--- src/rtl/uart_pkg.sv ---
// uart_pkg: shared state encoding and constants for the UART receive and transmit paths.
package uart_pkg;
    localparam int   UART_DATA_BITS    = 8;
    localparam logic UART_IDLE_LEVEL   = 1'b1;
    localparam int   UART_CLKS_PER_BIT = 1304;
    typedef enum logic [2:0] {IDLE, START, DATA, PARITY, STOP} uart_state_t;
endpackage

--- src/rtl/uart_sync2.sv ---
// uart_sync2: two-flop synchronizer for an asynchronous line input; resets to the line idle level.
module uart_sync2
    import uart_pkg::*;
(
    input  logic clk,
    input  logic rst,
    input  logic i_d,
    output logic o_q
);
    logic r_s1, r_s2;
    always_ff @(posedge clk) begin
        if (rst) begin
            r_s1 <= UART_IDLE_LEVEL;
            r_s2 <= UART_IDLE_LEVEL;
        end else begin
            r_s1 <= i_d;
            r_s2 <= r_s1;
        end
    end
    assign o_q = r_s2;
endmodule

--- src/rtl/uart_rx.sv ---
// uart_rx: 8N1 serial receiver with internal bit timing and one-cycle result strobes.
// Define UART_RX_PARITY_EN to insert an even-parity bit between the data and stop bits.
module uart_rx
    import uart_pkg::*;
#(
    parameter int CLKS_PER_BIT = UART_CLKS_PER_BIT
) (
    input  logic                      clk,
    input  logic                      rst,
    input  logic                      rx,
    output logic [UART_DATA_BITS-1:0] data_out,
    output logic                      data_valid,
    output logic                      frame_err,
    output logic                      parity_err,
    output logic                      busy
);
    localparam int            CW      = $clog2(CLKS_PER_BIT);
    localparam logic [CW-1:0] HALF_M1 = CW'(CLKS_PER_BIT / 2 - 1);
    localparam logic [CW-1:0] LAST    = CW'(CLKS_PER_BIT - 1);

    uart_state_t               r_state, w_next;
    logic [CW-1:0]             r_cnt;
    logic [2:0]                r_idx;
    logic [UART_DATA_BITS-1:0] r_shift;
    logic                      r_rx_d, r_valid, r_ferr;
    logic                      w_rx_s, w_fall, w_bit_end, w_half_end;
    logic                      w_shift, w_stop, w_cnt_clr, w_valid_set, w_ferr_set, w_par_bad;

    uart_sync2 u_sync (
        .clk(clk),
        .rst(rst),
        .i_d(rx),
        .o_q(w_rx_s)
    );

    assign w_fall     = r_rx_d & ~w_rx_s;
    assign w_bit_end  = r_cnt == LAST;
    assign w_half_end = r_cnt == HALF_M1;

    always_ff @(posedge clk) r_state <= rst ? IDLE : w_next;

    always_comb begin
        w_next = r_state;
        case (r_state)
            IDLE:    w_next = w_fall ? START : IDLE;
            START:   w_next = !w_half_end ? START : (w_rx_s ? IDLE : DATA);
`ifdef UART_RX_PARITY_EN
            DATA:    w_next = (w_bit_end && r_idx == 3'd7) ? PARITY : DATA;
            PARITY:  w_next = w_bit_end ? STOP : PARITY;
`else
            DATA:    w_next = (w_bit_end && r_idx == 3'd7) ? STOP : DATA;
`endif
            STOP:    w_next = w_bit_end ? IDLE : STOP;
            default: w_next = IDLE;
        endcase
    end

    // The counter restarts on every state change and at each full bit period.
    always_comb begin
        w_shift     = r_state == DATA && w_bit_end;
        w_stop      = r_state == STOP && w_bit_end;
        w_ferr_set  = w_stop && !w_rx_s;
        w_valid_set = w_stop && w_rx_s && !w_par_bad;
        w_cnt_clr   = r_state == IDLE || w_next != r_state || w_bit_end;
        busy        = r_state != IDLE;
    end

    always_ff @(posedge clk) begin
        if (rst) begin
            r_rx_d   <= UART_IDLE_LEVEL;
            r_cnt    <= '0;
            r_idx    <= '0;
            r_shift  <= '0;
            data_out <= '0;
            r_valid  <= 1'b0;
            r_ferr   <= 1'b0;
        end else begin
            r_rx_d  <= w_rx_s;
            r_cnt   <= w_cnt_clr ? '0 : r_cnt + 1'b1;
            r_idx   <= w_shift ? r_idx + 1'b1 : (r_state == DATA ? r_idx : 3'd0);
            if (w_shift) r_shift <= {w_rx_s, r_shift[UART_DATA_BITS-1:1]};
            if (w_valid_set) data_out <= r_shift;
            r_valid <= w_valid_set;
            r_ferr  <= w_ferr_set;
        end
    end

    assign data_valid = r_valid;
    assign frame_err  = r_ferr;

`ifdef UART_RX_PARITY_EN
    logic r_par, r_perr;
    assign w_par_bad = ^{r_shift, r_par};
    always_ff @(posedge clk) begin
        if (rst) begin
            r_par  <= 1'b0;
            r_perr <= 1'b0;
        end else begin
            if (r_state == PARITY && w_bit_end) r_par <= w_rx_s;
            r_perr <= w_stop && w_rx_s && w_par_bad;
        end
    end
    assign parity_err = r_perr;
`else
    assign w_par_bad  = 1'b0;
    assign parity_err = 1'b0;
`endif
endmodule
--- config.mk ---
export PLATFORM = sky130hd
export DESIGN_NAME = uart_rx
export DESIGN_NICKNAME = d
export VERILOG_FILES = /design/src/rtl/uart_pkg.sv /design/src/rtl/uart_sync2.sv /design/src/rtl/uart_rx.sv
export SDC_FILE = /design/constraint.sdc
export NUM_CORES = 1
export LEC_CHECK = 0
export CORE_UTILIZATION = 49
export DETAILED_ROUTE_END_ITERATION = 8
export GPL_ROUTABILITY_DRIVEN = 0
export PLACE_DENSITY = 0.7
export SKIP_LAST_GASP = 1
export SYNTH_ARGS = -nofsm -noshare
export SYNTH_HDL_FRONTEND = slang
export SYNTH_SLANG_ARGS = --single-unit
--- constraint.sdc ---
create_clock -name clk -period 4.1 [get_ports clk]
set_clock_uncertainty 0.15 [all_clocks]
set_input_delay 0.41 -clock clk [delete_from_list [all_inputs] [get_ports clk]]
set_output_delay 0.41 -clock clk [all_outputs]
set_load 0.005 [all_outputs]
## After elaboration in Yosys (flattened, before gate mapping)

Cells that the tools add are included.

| storage, ports and cells | value |
|---|---|
| logic and storage cells | 41 |
| output and inout bits | 12 |
| input port bits | 3 |
| register bits | 38 |

| cells by class | value |
|---|---|
| bitwise operators | 2 |
| reduce and logical (&&, ||, !) cells | 11 |
| equality and inequality tests | 8 |
| mux-type cells | 8 |
| add/sub/neg operators | 2 |

Operator list:

| operator | number |
|---|---|
| 3-bit 2-to-1 mux | 4 |
| 3-bit case mux with 4 select lines | 1 |
| 11-bit by 1-bit adder with 11-bit output (second input constant) | 1 |
| 11-bit by 10-bit equality test with 1-bit output (second input constant) | 1 |
| 11-bit equality test (second input constant) | 1 |
| 3-bit equality test (second input constant) | 2 |
| 1-bit logical AND | 5 |
| 2-bit 2-to-1 mux | 2 |
| 3-bit by 1-bit adder with 3-bit output (second input constant) | 1 |
| 3-bit by 1-bit equality test with 1-bit output (second input constant) | 1 |
| 3-bit by 2-bit equality test with 1-bit output (second input constant) | 1 |
| 3-bit logical NOT | 1 |
| 3-bit inequality test | 1 |
| 3-bit nonzero test | 1 |
| 1-bit logical OR | 2 |
| 2-bit inequality test (second input constant) | 1 |
| 2-bit OR reduction | 1 |
| 1-bit bitwise AND | 1 |
| 1-bit logical NOT | 1 |
| 1-bit 2-to-1 mux | 1 |
| 1-bit NOT | 1 |

## Longest topological paths before layout

| depth | value |
|---|---|
| depth after elaboration | 8 |
| gate-level depth with buffers | 6 |
| mapped depth without buffers | 5 |

## Hierarchy

From an unflattened synthesis, not the netlist that was laid out.

| unflattened totals | value |
|---|---|
| cell total of the unflattened synthesis | 165 |
| area, all modules | 1,580.3 µm² |

By module, submodules not included:

| module | area an instance (µm²) | times used | cells an instance |
|---|---|---|---|
| uart_rx | 1,527.7 | 1 | 161 |
| uart_sync2 | 52.6 | 1 | 4 |

## Least setup slack after synthesis

Ideal clock, no wire load.

| timing path | value |
|---|---|
| kind | flip-flop to flip-flop |
| start point | register r_cnt[0] |
| end point | register r_shift[0] |
| arrival | 1.515 ns |
| data required time | 3.822 ns |
| setup slack | 2.308 ns |
| clock period less this slack | 1.792 ns |
| stages on the path, launching flop included | 7 |
| cells stage by stage | dfxtp_1 > ha_1 > nor3b_4 > and4_1 > buf_6 > mux2i_1 > nor2_1 |

| on the way | value |
|---|---|
| longest elaborated chain between the ends | 2 |

Ends and longest elaborated chain:

| what | line | text |
|---|---|---|
| start, declared | uart_rx.sv:22 | `logic [CW-1:0] r_cnt;` |
| start signal, assigned | uart_rx.sv:79 | `r_cnt <= w_cnt_clr ? '0 : r_cnt + 1'b1;` |
| 11-bit equality test | uart_rx.sv:37 | `assign w_bit_end = r_cnt == LAST;` |
| 1-bit logical AND | uart_rx.sv:60 | `w_shift = r_state == DATA && w_bit_end;` |
| end signal, assigned | uart_rx.sv:81 | `if (w_shift) r_shift <= {w_rx_s, r_shift[UART_DATA_BITS-1:1]};` |
| end, declared | uart_rx.sv:24 | `logic [UART_DATA_BITS-1:0] r_shift;` |

No other way between the ends.
A chain may end at the register's enable or synchronous reset.

## Worst setup path after layout

| timing path | value |
|---|---|
| start point | register r_cnt[0] |
| end point | register r_shift[4] |

Same word-level chain as after synthesis.

==> reports/qor.txt <==
ROUTING
-----------------------------------------------------------------------------
Total Routed Length                                                   2550 µm
Residual antenna-violating net count after detailed routing                 0
First-pass detailed-route iteration total                                   4
Iteration-0 DRC count of the detailed router                               54
Total DRC errors in the routed layout                                       0
Vias                                                                    1,112
Avg Vias per Cell                                                        5.12
Average routed wire per standard cell                                 11.7 µm

CLOCK NETWORK
-----------------------------------------------------------------------------
H-tree levels                                                               2
Worst-skew pair later-pin latency                                     0.33 ns
Total CTS buffers                                                           5
Post-CTS sizing                                                             0
Total of hold buffers inserted after clock tree synthesis                   0
Clock Pin Slew Worst Setup and Hold Paths                             0.10 ns
CTS tree                                                                built
CTS Root Buffer Type                                             sky130_fd_sc_hd__clkbuf_4
Number of buffers on the longest clock path                                 2
Setup repair bufs after CTS                                                 0
Sink count of the clock tree                                               38

FLOORPLAN
-----------------------------------------------------------------------------
Floorplan Core Area                                                  3050 µm²
Number of primary I/O pins                                                 15
Effective utilization at floorplan                                      0.520
Vertical die dimension                                                58.9 µm
Die outline width                                                     58.9 µm
Total Die Area                                                       3470 µm²
Core Rows                                                                  20

TIMING
-----------------------------------------------------------------------------
Final hold viol count                                                       0
Setup repair after global routing missed its margin                        no
Max Slew Vio Count                                                          0
Worst hold slack                                                     0.276 ns
Slew of the pin with the lowest slew margin                          0.763 ns
Max Clk Rate                                                        0.459 GHz
Fraction of the cycle the final worst path needs                        0.531
Final Setup Violations                                                      0
Accumulated negative setup slack                                         0 ns
Post-layout minimum cycle time                                        2.18 ns
Slew Limit Headroom                                                     0.490

LAYOUT
-----------------------------------------------------------------------------
Count of fill cells added during filler insertion                         293
Footprint of the multi-input gates                                    766 µm²
Total area of sequential cells                                        761 µm²
Number of nets in the layout                                              179
Share of post-route cells with drive strength above 1                  0.0925
Final Instance Area                                                  1780 µm²
Area added between synthesis and finish                                 11.9%
Number of antenna diodes                                                    0

JOB
-----------------------------------------------------------------------------
Maxcap violations                                                           0

SETUP PATH
-----------------------------------------------------------------------------
Data arrival time of the worst path                                   2.23 ns
Worst Setup Path Type                                            flop to flop
Largest stage delay on the critical path                              0.59 ns
Crit path launch type                                                    flop
Largest fanout on the critical path                                         9
Critical-path cell with the highest stage delay                  sky130_fd_sc_hd__and4_1
Endpoint class of the critical path                                      flop
Critical path cell sequence                                      ha_1, nor3b_4, and4_1, mux2i_1, nor2_1
Required time at the endpoint of the critical path                    4.16 ns
Worst Reg-to-Reg Cells                                                      5

RUN STATUS
-----------------------------------------------------------------------------
Outcome                                                          finished, final reports clean

GLOBAL ROUTE
-----------------------------------------------------------------------------
First-pass GRT wire length                                            4460 µm
Remaining global-route overflow                                             0
Antenna violations before repair                                            0
Pin count of the biggest net entering global routing                       24
Via count of the first global-routing pass                              1,052
GRT Util Overall                                                        0.175

YOSYS
-----------------------------------------------------------------------------
Number of nets in the synthesized netlist                                 166
Flop and latch count out of synthesis                                      38
Average instance area after synthesis                                9.93 µm²
Cell Area, Synth                                                     1590 µm²
Portion of the post-synthesis area used by sequential elements          0.479
Synth Instances                                                           160
Synth unique cells                                                         38
Count of synthesis-stage warnings from yosys                                0

MIN PATH
-----------------------------------------------------------------------------
Min-delay worst type                                             flop to flop
Hold Crit Depth                                                             1

PLACED DESIGN
-----------------------------------------------------------------------------
Count of input and output buffers                                          13
Placed inst area                                                     1730 µm²
DP Wirelength                                                         1850 µm

POWER
-----------------------------------------------------------------------------
Pwr dens                                                           315 nW/µm²
Maximum VDD drop                                                     0.194 mV
Lkg Pwr                                                              0.683 nW
Power after layout                                                   0.560 mW

-- kinds of logic (layout without fill, tap and decap cells) --
kind of cell,count (synthesis),count (layout),synth area share
compound gates,6,6,0.0291
xor+xnor,10,10,0.0551
fa+ha+maj,3,3,0.0236
buf+inv,12,25,0.0394
flops,38,38,0.479
mux,18,18,0.113
other cells,1,1,0.00236
simple gates,72,72,0.258
-- power breakdown --
part           leakage, nW  switching [mW]  internal, mW
Clock               0.0308           0.113        0.0616
Combinational        0.345         0.00662       0.00548
Sequential           0.307         0.00227         0.371
Total                0.683           0.122         0.438
-- worst paths after layout --
| path | startpoint | end | slack [ns] |
|---|---|---|---|
| worst max-delay path | r_cnt[0] | r_shift[4] | 1.92 |
| worst min-delay path | u_sync.r_s1 | u_sync.o_q | 0.28 |
| worst max register to register | r_cnt[0] | r_shift[4] | 1.92 |
| worst min register to register | u_sync.r_s1 | u_sync.o_q | 0.28 |
-- layout by cell type (no fill, tap or decap), types with 4 or more instances in the layout --
| master | netlist | routed |
|---|---|---|
| sky130_fd_sc_hd__clkdlybuf4s50_1 | 0 | 13 |
| sky130_fd_sc_hd__dfxtp_1 | 38 | 38 |
| sky130_fd_sc_hd__clkbuf_4 | 0 | 5 |
| sky130_fd_sc_hd__nand2_1 | 4 | 4 |
| sky130_fd_sc_hd__mux2i_1 | 18 | 18 |
| sky130_fd_sc_hd__nand3_1 | 5 | 5 |
| sky130_fd_sc_hd__xnor2_1 | 7 | 7 |
| sky130_fd_sc_hd__inv_1 | 5 | 5 |
| sky130_fd_sc_hd__nor2_1 | 35 | 35 |
-- through the flow --
stage | util | setup slack [ns] | std cells
after CTS | 0.582 | 1.88 | 217
after floorplan | - | 2.31 | 160
after global placement | 0.567 | 1.77 | 210
after global routing | 0.582 | 1.77 | 217
final | 0.582 | 1.92 | 217
after detailed placement | 0.567 | 1.69 | 210
-- cell type report --
type | count | share of cell area
flip-flops and latches | 38 | 0.428
clock buffers | 5 | 0.0211
multi-input cells | 110 | 0.431
repair buffers | 13 | 0.0732
well taps | 44 | 0.0310
clock inverters | 2 | 0.00563
inverters | 5 | 0.0106
-- per-layer routing --
layer  vias to the layer above  GRT usage  part of all wire
met3                         5     0.0462             0.037
met2                        17      0.281              0.46
met4                         0      0.102             0.020
met1                       521      0.212              0.48
met5                         -          0                 0
li1                        569          -                 -
-- sequential cells by signal, summed over array words and instances, names as in the netlist --
name	cells
u_sync.r_s1	1
r_shift	8
data_valid	1
r_cnt	11
u_sync.o_q	1
r_state	3
frame_err	1
r_rx_d	1
data_out	8
r_idx	3
-- synth_stat cells, drive strengths merged --
cell type	count	share of area
nor2	35	0.083
nor4bb	1	0.0063
mux2i	18	0.11
o21ai	1	0.0031
clkbuf	3	0.0079
a21oi	1	0.0031
xnor2	7	0.039
or2	3	0.012
nand4	3	0.021
conb	1	0.0024
a22oi	2	0.0094
and4	1	0.0055
nor2b	2	0.0079
o22ai	1	0.0039
nor3b	4	0.029
and4b	1	0.0063
xor2	3	0.017
nand3	6	0.022
o2111ai	1	0.0094
or3	3	0.012
and4bb	2	0.016
nand4b	1	0.0055
inv	5	0.012
ha	3	0.024
nor3	3	0.0094
nor4	2	0.0079
dfxtp	38	0.48
nand2	4	0.0094
buf	4	0.020
and3b	1	0.0055
-- worst max-delay path, delay by kind of cell, from the launching register on --
kind,cells,cell delay (ns)
and+or+nand+nor,3,1.00
DFF,1,0.40
muxes,1,0.25
adders and majority gates,1,0.24
(Power assumes the default switching activity.)
